[config.mk]
export PLATFORM = sky130hd
export DESIGN_NAME = spi_reg_writer
export DESIGN_NICKNAME = d
export VERILOG_FILES = /design/src/rtl/spi_reg_writer.sv
export SDC_FILE = /design/constraint.sdc
export NUM_CORES = 1
export LEC_CHECK = 0
export BUFFER_PORTS_ARGS = -buffer_cell sky130_fd_sc_hd__buf_2
export CAP_MARGIN = 30
export CORE_AREA = 2 2 50 75
export CTS_BUF_LIST = sky130_fd_sc_hd__clkbuf_2 sky130_fd_sc_hd__clkbuf_4 sky130_fd_sc_hd__clkbuf_8
export DETAILED_ROUTE_END_ITERATION = 10
export DIE_AREA = 0 0 52 77
export PLACE_DENSITY = 0.84
export SYNTH_ARGS = -nofsm -noshare
export SYNTH_HDL_FRONTEND = slang
export SYNTH_SLANG_ARGS = --single-unit
[constraint.sdc]
create_clock -name clk -period 1.6 [get_ports clk]
set_input_delay 0.32 -clock clk [delete_from_list [all_inputs] [get_ports clk]]
set_output_delay 0.32 -clock clk [all_outputs]
set_load 0.1 [all_outputs]
[src/rtl/spi_reg_writer.sv]
// rtl/spi_reg_writer.sv - 16-bit SPI mode-0 register write/read frame generator
module spi_reg_writer #(
  parameter int CLK_DIV = 4
) (
  input  logic       clk,
  input  logic       rst_n,
  input  logic       start,
  input  logic       rw,
  input  logic [6:0] addr,
  input  logic [7:0] wdata,
  output logic       busy,
  output logic       done,
  output logic       sclk,
  output logic       copi,
  output logic       ncs
);

  typedef enum logic [2:0] {
    IDLE  = 3'd0,
    SETUP = 3'd1,
    HIGH  = 3'd2,
    LOW   = 3'd3,
    GAP   = 3'd4
  } state_t;

  // Last phase count value; every phase (setup, high, low, gap) lasts CLK_DIV cycles.
  localparam logic [7:0] PHASE_LAST = 8'(CLK_DIV - 1);

  state_t      state_q, state_d;
  logic [7:0]  phase_q, phase_d;
  logic [4:0]  bit_q, bit_d;
  logic [15:0] shreg_q, shreg_d;
  logic        phase_end;

  assign phase_end = (phase_q == PHASE_LAST);

  // State, phase/bit counters and frame shift register, cleared by reset.
  always_ff @(posedge clk) begin
    if (!rst_n) begin
      state_q <= IDLE;
      phase_q <= 8'd0;
      bit_q   <= 5'd0;
      shreg_q <= 16'd0;
    end else begin
      state_q <= state_d;
      phase_q <= phase_d;
      bit_q   <= bit_d;
      shreg_q <= shreg_d;
    end
  end

  // Next-state logic and Moore outputs; copi always presents the shift register MSB while selected.
  always_comb begin
    state_d = state_q;
    phase_d = phase_q + 8'd1;
    bit_d   = bit_q;
    shreg_d = shreg_q;
    busy    = 1'b1;
    done    = 1'b0;
    ncs     = 1'b0;
    sclk    = 1'b0;
    copi    = shreg_q[15];
    case (state_q)
      IDLE: begin
        busy    = 1'b0;
        ncs     = 1'b1;
        copi    = 1'b0;
        phase_d = 8'd0;
        if (start) begin
          state_d = SETUP;
          shreg_d = {rw, addr, wdata};
          bit_d   = 5'd0;
        end
      end
      SETUP: begin
        if (phase_end) begin
          state_d = HIGH;
          phase_d = 8'd0;
        end
      end
      HIGH: begin
        sclk = 1'b1;
        if (phase_end) begin
          state_d = LOW;
          phase_d = 8'd0;
          bit_d   = bit_q + 5'd1;
          // The last bit stays on copi through the final low phase (ncs hold).
          if (bit_q != 5'd15) begin
            shreg_d = {shreg_q[14:0], 1'b0};
          end
        end
      end
      LOW: begin
        if (phase_end) begin
          phase_d = 8'd0;
          state_d = (bit_q == 5'd16) ? GAP : HIGH;
        end
      end
      GAP: begin
        ncs  = 1'b1;
        copi = 1'b0;
        done = (phase_q == 8'd0);
        if (phase_end) begin
          state_d = IDLE;
          phase_d = 8'd0;
        end
      end
      default: begin
        state_d = IDLE;
        phase_d = 8'd0;
      end
    endcase
  end

endmodule
==> out/qor.txt, run 1 <==
Status: complete, but fails checks
Failing checks: negative setup slack
Hold slack: 0.387 ns
Leak Pwr: 1.04 nW
FILL cells: 212
Port bufs: 23
Initial antenna violation count: 0
Fin cells: 283
Detailed Route WL: 4.49 mm
CTS Buf Count: 5
Share of layout cells above drive strength 1: 47.3%
Pin count of the biggest net entering global routing: 26
Maximum vdd drop: 0.713 mV
WHS Path Cells: 4
Crit start category: flop
Hold Startpoint: wdata[0]
Highest Clock Rate: 0.527 GHz
TritonRoute pass-1 iters: 4
Final Cycle Share: 119%
Final worst slack: -0.299 ns
RSZ-0062 raised after global routing: yes
CTS tree: built
DRC violation total after the first TritonRoute iteration: 69
Worst EP required: 1.28 ns
Largest family of logic cells by synthesized area: simple AND/OR/NAND/NOR gates
Post-synthesis register bit count: 32
Die span in x: 52 µm
Post-synthesis sequential area ratio: 37.5%
CTS H-tree depth: 2
Worst skew pair latency: 0.29 ns
Max-cap viol count: 0
Synth cell types: 42
Multiplexer share of the synthesized area: 19.9%
RR Endpoint: state_q[0]$_SDFFE_PN0P_
Endpoints failing hold: 0
Worst hold endpoint: shreg_q[0]$_SDFFE_PN0P_
Reg2reg path depth: 7
Synth Area in Adders: 3.66%
CP Class: reg2out
Synthesized Nets: 215
Grt ovf: 0
Main synth FF type: dfxtp_1
Measured slew at the worst slew-check pin: 0.279 ns
Synth Warn #: 0
Share of flip-flops with an asynchronous set or reset: 0%
IO Pins: 24
Pins Over Slew Limit: 0
Cell taking the most area after synthesis: dfxtp_1
Period minus WS final: 1.90 ns
Synth Cell Area: 0.00171 mm²
Placed insts: 266
# clock sinks: 32
Vias in the first global route: 1552
Post-synth top area share: 37.5%
Die Height: 77 µm
Final Setup Violations: 16
Top post-synthesis cells by count: 34 x nand2_1, 32 x dfxtp_1, 16 x mux2_2, 16 x mux2i_1, 15 x nand3_1
Layout overhead on the synthesized area: 46.2%
Routed len/inst: 15.9 µm
Antenna diodes: 0
DP Wirelength: 2.54 mm
Nets: 265
Vias per Instance: 5.37
Clk_skew: 0.00192 ns
Clock transition at path regs: 0.06 ns
Xor/xnor share of the synthesized area: 2.56%
Avg Inst Size Synth: 8.95 µm²
Starting Density: 51.0%
Worst hold path class: in2reg
DRC Markers: 0
Simple-gate share of the synthesized area: 25.3%
Crit path DAT: 1.58 ns
Synthesized instance count: 191
Die ar.: 0.00400 mm²
Worst-path fanout max: 2
Via count: 1520
Synth Area in Compound Gates: 5.42%
Pwr per Cell Area: 676 mW/mm²
Top post-synthesis cells by area: dfxtp_1 37%, mux2_2 11%, mux2i_1 9.4%
First-pass GRT wire length: 7.20 mm
Slew HR: 81.4%
Setup_tns: -0.520 ns
Root Driver: clkbuf_8
Total GRT Usage: 24.3%
Launch point of the worst reg-to-reg path: phase_q[3]$_SDFF_PP0_
R2r setup slk: -0.03 ns
CP endpoint kind: primary output
Gpl congestion: 0.855
Cell Rows: 26
Core area: 0.00335 mm²
Number of synthesized flops with an enable pin: 0
Antenna viol nets, final: 0
Most frequent cell after synthesis: nand2_1
Clock buffer depth: 2
==> area by class of cell <==
type                    instances  area (µm²)  share of cell area [%]
clock buffers                   6        76.3                    3.05
inverters                       8        30.0                    1.20
multi-input cells             141        1160                    46.4
flip-flops and latches         32         658                    26.3
repair buffers                 53         517                    20.7
well taps                      42        52.6                    2.10
clock inverters                 1        5.00                   0.200
==> placed cells by master (no fill, tap or decap), types with 2 or more instances in the layout <==
cell type	n
dfxtp_2	5
xor2_1	3
buf_2	18
nor4_4	2
nor2_1	12
nand2b_1	2
clkbuf_8	5
xnor2_1	2
nand3_2	3
buf_16	2
nand2_1	34
buf_4	21
mux2_2	16
ha_4	3
or4_4	2
o21ai_0	2
nand3_4	2
nand3_1	10
ha_1	2
buf_6	3
and3_4	2
mux2i_1	16
dfxtp_4	3
dfxtp_1	24
nor2b_2	2
a21oi_2	2
nor3b_4	2
inv_1	8
buf_12	9
nand4_1	2
==> what timing repair did <==
action / in CTS / in global routing
gates resized for setup: 23 / 26
gates cloned: 2 / 0
endpoints found under the hold margin: 0 / 0
setup buffers: 5 / 4
hold buffers: 0 / 0
pin swaps: 6 / 11
endpoints found under the setup margin: 21 / 28
==> how the worst max path moves through the flow <==
stage                                  startpoint    to  slack, ns  cells after the start
after floorplan           state_q[0]$_SDFFE_PN0P_  done      -0.94                      4
after global placement      phase_q[3]$_SDFF_PP0_  done      -0.13                      3
after detailed placement    phase_q[3]$_SDFF_PP0_  done      -0.15                      3
after CTS                   phase_q[3]$_SDFF_PP0_  done      -0.43                      3
after global routing        phase_q[3]$_SDFF_PP0_  done      -0.32                      3
final                       phase_q[3]$_SDFF_PP0_  done      -0.30                      3
==> stage by stage <==
| step | worst slack [ns] | cell area [µm²] | utilization [%] | total power [mW] |
|---|---|---|---|---|
| finish | -0.299 | 2500 | 74.6 | 1.69 |
| global route | -0.325 | 2500 | 74.6 | 1.76 |
| CTS | -0.428 | 2340 | 70.0 | 1.69 |
| detailed placement | -0.147 | 2080 | 62.0 | 1.08 |
| global placement | -0.132 | 2080 | 62.0 | 1.07 |
| floorplan | -0.935 | 1760 | - | 1.01 |
==> where the power goes <==
part	total, mW	internal, mW	switching (mW)
sequential	0.848	0.825	0.0231
clock	0.596	0.312	0.284
combinational	0.245	0.119	0.126
total	1.69	1.26	0.433
==> flip-flops by register name, indices dropped and copies added, names as in the netlist <==
name and count:
bit_q 5, shreg_q 16, phase_q 8, state_q 3
==> critical path, stage by stage (launching register included) <==
cell	delay [ns]
dfxtp_2	0.32
or4_4	0.55
nor4_4	0.20
buf_12	0.21
==> logic make-up (layout without fill, tap and decap cells) <==
group	after synthesis	in the layout
AND/OR/NAND/NOR	85	85
AO/OA/AOI/OAI	14	14
buffers and inverters	18	68
multiplexers	32	32
adder cells (fa/ha/maj)	5	5
flip-flops	32	32
XOR/XNOR	5	5
==> layer usage <==
layer  up-vias  GRT usage [%]  part of all wire (%)
met5         -              0                     0
met4         0           11.3                   2.4
met3        13           5.84                   4.5
met2        46           42.5                    55
met1       711           26.3                    39
li1        750              -                     -
No activity file was read; power rests on OpenSTA's default activity.
==> inputs of run 2 (changes only) <==
- CELL_PAD_IN_SITES_DETAIL_PLACEMENT: not set -> 1
- CELL_PAD_IN_SITES_GLOBAL_PLACEMENT: not set -> 2
- CORE_AREA: 2 2 50 75 -> 2 2 63 95
- DIE_AREA: 0 0 52 77 -> 0 0 65 97
==> run 2 against run 1 <==
The run still ends with negative setup slack left. Die area is 57% higher. Largest cell class unchanged. Largest power group is now clock. Worst hold slack better by 0.010 ns. Cell count is 12% higher. Utilization is 26 points lower.
==> out/qor.txt, run 2 (synthesis gave the netlist of run 1 again) <==
Buf/Inv on CP: 1
Commonest non-fill, non-tap cell in the layout: nand2_1
Root Driver: clkbuf_8
CTS tree: built
# clock sinks: 32
DP Wirelength: 3.24 mm
Biggest cell delay along the critical path: 0.55 ns
IO Pins: 24
Pin count of the biggest net entering global routing: 39
Leak Pwr: 1.09 nW
Worst EP required: 1.28 ns
Port bufs: 23
Final worst slack: -0.292 ns
Clk_skew: 0.00649 ns
CP delay by family, top: simple AND/OR/NAND/NOR gates
Vias per Instance: 4.84
Final Setup Violations: 18
Cell Rows: 33
GR Util met2: 31.7%
Commonest non-fill, non-tap cells in the layout: 34 x nand2_1, 25 x dfxtp_1, 24 x buf_4
CP cell instances: or4_4 > nor4_4 > buf_12
Vias in the first global route: 1678
Status: complete, but fails checks
Max reg flops: 16
Period minus WS final: 1.89 ns
Global Route met3 Usage: 3.49%
Share of layout cells above drive strength 1: 48.4%
Detailed Route WL: 4.74 mm
Crit start category: flop
Failing checks: negative setup slack
Core area: 0.00541 mm²
Maximum vdd drop: 0.702 mV
CP endpoint kind: primary output
RSZ-0062 raised after global routing: yes
CP Class: reg2out
Starting Density: 31.6%
Worst hold path class: in2reg
Nets: 271
Worst-path fanout max: 2
Highest Clock Rate: 0.528 GHz
WHS Path Cells: 4
Layout overhead on the synthesized area: 53.1%
TritonRoute pass-1 iters: 4
Antenna diodes: 0
Post-placement cell area: 0.00215 mm²
Clock transition at path regs: 0.07 ns
Pwr per Cell Area: 761 mW/mm²
Antenna viol nets, final: 0
CP max stage cell: or4_4
Reg with most FFs: shreg_q
Setup_tns: -1.23 ns
Total GRT Usage: 15.9%
Die ar.: 0.00631 mm²
FILL cells: 630
Clock buffer depth: 2
Crit path DAT: 1.57 ns
Reg2reg path depth: 9
DRC violation total after the first TritonRoute iteration: 19
Die span in x: 65 µm
Post-route cell area: 0.00262 mm²
Worst skew pair latency: 0.29 ns
First-pass GRT wire length: 7.73 mm
Grt ovf: 0
Endpoints failing hold: 0
Routed len/inst: 14.9 µm
Initial antenna violation count: 0
Regs by FF count: shreg_q: 16 flops, phase_q: 8 flops, bit_q: 5 flops
Gpl congestion: 0.720
Final Cycle Share: 118%
CTS Buf Count: 5
Measured slew at the worst slew-check pin: 0.261 ns
Die Height: 97 µm
Pins Over Slew Limit: 0
Layer with the highest usage: met2
DRC Markers: 0
CTS H-tree depth: 2
GRT met1 Usage: 15.5%
CP Depth: 3
Via count: 1539
Slew HR: 82.5%
Max-cap viol count: 0
Hold buffer count at CTS: 0
[run 2: worst paths after layout]
| path | from | end | slack (ns) |
|---|---|---|---|
| min | start | bit_q[0]$_SDFFE_PN0P_ | 0.40 |
| max | phase_q[2]$_SDFF_PP0_ | done | -0.29 |
| max reg2reg | bit_q[0]$_SDFFE_PN0P_ | shreg_q[14]$_SDFFE_PN0P_ | -0.10 |
| min reg2reg | phase_q[0]$_SDFF_PP0_ | phase_q[0]$_SDFF_PP0_ | 0.43 |
[run 2: through the flow]
step	util, %	power, mW	worst slack (ns)	hold slack [ns]	std cells
2_1_floorplan	-	1.01	-0.935	0.426	191
3_3_place_gp	39.7	1.08	-0.138	0.443	297
3_5_place_dp	39.7	1.09	-0.170	0.453	297
4_1_cts	46.2	2.01	-0.429	0.379	314
5_1_grt	48.4	2.07	-0.378	0.408	318
6_report	48.4	1.99	-0.292	0.398	318
[run 2: per-layer routing]
layer,routed length (µm),vias to the layer above
met4,60,0
met3,130,5
li1,-,761
met2,2820,23
met1,1730,750
met5,0,-
[run 2: timing repair]
item / 4_1_cts / 5_1_grt
pin swaps: 10 / 12
cloned: 1 / 0
setup buffers: 8 / 5
resized for setup: 31 / 20
endpoints found under the setup margin: 24 / 31
[run 2: worst register-to-register path: stages (launching register included)]
cell	delay (ns)
dfxtp_2	0.34
ha_4	0.16
and3_4	0.16
ha_4	0.16
nor2b_4	0.10
o21ai_2	0.06
a21o_4	0.22
buf_12	0.13
buf_12	0.13
mux2i_2	0.14
[run 2: area by class of cell]
type / instances / area [µm²] / area share (%)
multi-input combinational: 141 / 1150 / 43.9
sequential: 32 / 659 / 25.2
timing repair buffer: 59 / 566 / 21.6
clock buffer: 7 / 96.3 / 3.68
tap: 70 / 87.6 / 3.35
clock inverter: 1 / 30.0 / 1.15
inverter: 8 / 30.0 / 1.15
[run 2: power breakdown]
part	total (mW)	leakage [nW]	switching (mW)	internal [mW]
combinational	0.286	0.763	0.137	0.149
clock	0.861	0.0645	0.311	0.549
sequential	0.845	0.265	0.0210	0.824
total	1.99	1.09	0.469	1.52
==> inputs of run 3 (changes only) <==
- CORE_AREA: 2 2 63 95 -> 2 2 65 98
- DIE_AREA: 0 0 65 97 -> 0 0 67 100
- PLACE_DENSITY: 0.84 -> 0.8
==> run 3 against run 2 <==
The run still ends with negative setup slack left. Power shrank 11%. Count of clock-buffer cells in the layout unchanged. Non-clock buffer count grew 1. Design area shrank 3.5%. Cell count increased by 1.6%. Utilization down 6.0 points. Critical path type unchanged. Largest power group is now sequential cells.
==> out/qor.txt, run 3 (synthesis gave the netlist of run 1 again) <==
Status: complete, but fails checks
Failing checks: negative setup slack
# clock sinks: 32
Share of layout cells above drive strength 1: 47.8%
Switching Share: 25.5%
Initial antenna violation count: 0
Antenna viol nets, final: 0
RSZ-0062 raised after global routing: yes
Final Util: 42.4%
Pins Over Slew Limit: 0
DRC Markers: 0
Commonest non-fill, non-tap cell in the layout: nand2_1
Sequential power share: 47.7%
Maximum vdd drop: 0.457 mV
Regs by FF count: shreg_q: 16 flops, phase_q: 8 flops, bit_q: 5 flops
Commonest non-fill, non-tap cells in the layout: 34 x nand2_1, 27 x buf_4, 25 x dfxtp_1
Crit start category: flop
Detailed Route WL: 4.35 mm
Vias in the first global route: 1663
Highest Clock Rate: 0.528 GHz
Vias per Instance: 4.82
Core area: 0.00596 mm²
Fin cells: 323
Grt ovf: 0
Place WS: -0.162 ns
R2r setup slk: -0.06 ns
Nets: 272
Antenna diodes: 0
Hold slack: 0.371 ns
CTS Buf Count: 5
Worst skew pair latency: 0.28 ns
Gpl congestion: 0.749
Clk_skew: 0.0107 ns
Leak Pwr: 1.06 nW
Worst-path fanout max: 2
Biggest cell delay along the critical path: 0.55 ns
Layout overhead on the synthesized area: 47.7%
Placed insts: 304
Cell Rows: 35
Die Height: 100 µm
CP Class: reg2out
Worst EP required: 1.28 ns
Reg with most FFs: shreg_q
Max reg flops: 16
Via count: 1557
Routed len/inst: 13.5 µm
Clock transition at path regs: 0.07 ns
DRC violation total after the first TritonRoute iteration: 23
Start point of the critical path: phase_q[4]$_SDFF_PP0_
CP delay by family, top: simple AND/OR/NAND/NOR gates
Pwr per Cell Area: 701 mW/mm²
Final worst slack: -0.294 ns
Buf/Inv on CP: 1
CTS H-tree depth: 2
CP endpoint kind: primary output
Clock buffer depth: 2
First-pass GRT wire length: 7.31 mm
Slew HR: 81.9%
TritonRoute pass-1 iters: 4
CP max stage cell: or4_4
NetSw: 451 µW
Hold buffer count at CTS: 0
Worst hold path class: in2reg
CP cell instances: or4_4 > nor4_4 > buf_12
Final Cycle Share: 118%
Pin count of the biggest net entering global routing: 37
Max-cap viol count: 0
Hold Startpoint: rst_n
CTS tree: built
Endpoints failing hold: 0
Clk pwr share: 37.7%
Setup_tns: -0.372 ns
Comb power frac: 14.5%
Starting Density: 28.7%
Crit path DAT: 1.57 ns
Final Setup Violations: 3
Launch point of the worst reg-to-reg path: phase_q[0]$_SDFF_PP0_
Measured slew at the worst slew-check pin: 0.270 ns
Internal power: 1.32 mW
Root Driver: clkbuf_8
Period minus WS final: 1.89 ns
IO Pins: 24
FILL cells: 719
Die ar.: 0.00670 mm²
Die span in x: 67 µm
Port bufs: 23
DP Wirelength: 3.07 mm
Total GRT Usage: 14.0%
==> run 3: repair_timing <==
action,CTS,global route
pin swaps,8,11
buffers inserted,6,5
endpoints found under the setup margin,22,24
gates resized for setup,27,19
==> run 3: power groups by stage <==
stage / sequential (mW) / combinational [mW] / clock (mW)
floorplan: 0.856 / 0.159 / 0
global placement: 0.862 / 0.221 / 0
detailed placement: 0.863 / 0.225 / 0
CTS: 0.847 / 0.242 / 0.692
global route: 0.847 / 0.280 / 0.725
finish: 0.844 / 0.257 / 0.668
==> run 3: metrics by stage <==
step	area (µm²)	power, mW
2_1_floorplan	1760	1.01
3_3_place_gp	2160	1.08
3_5_place_dp	2160	1.09
4_1_cts	2410	1.78
5_1_grt	2520	1.85
6_report	2520	1.77
==> run 3: tightest hold or removal path, stage by stage <==
cell	delay [ns]
buf_2	0.14
nand2b_1	0.10
a21oi_1	0.04
==> run 3: cell type report <==
type | instances | area [µm²] | share of cell area [%]
clock buffers | 7 | 90.1 | 3.57
inverters | 8 | 30.0 | 1.19
flip-flops and latches | 32 | 654 | 25.9
clock inverters | 1 | 7.51 | 0.297
well taps | 74 | 92.6 | 3.67
multi-input cells | 141 | 1130 | 44.6
repair buffers | 60 | 523 | 20.7
==> run 3: worst paths after layout <==
path / cells after the start / to
worst max-delay path: 3 / done
worst min-delay path: 3 / state_q[1]$_SDFFE_PN0P_
worst max register to register: 6 / state_q[2]$_SDFFE_PN0P_
worst min register to register: 2 / shreg_q[8]$_SDFFE_PN0P_
==> run 3: layer usage <==
layer  wire length [µm]  GRT usage (%)  vias up
li1                   -              -      766
met1               1700           14.0      759
met2               2420           27.3       26
met3                154           2.91        6
met4                 81           4.40        0
met5                  0              0        -
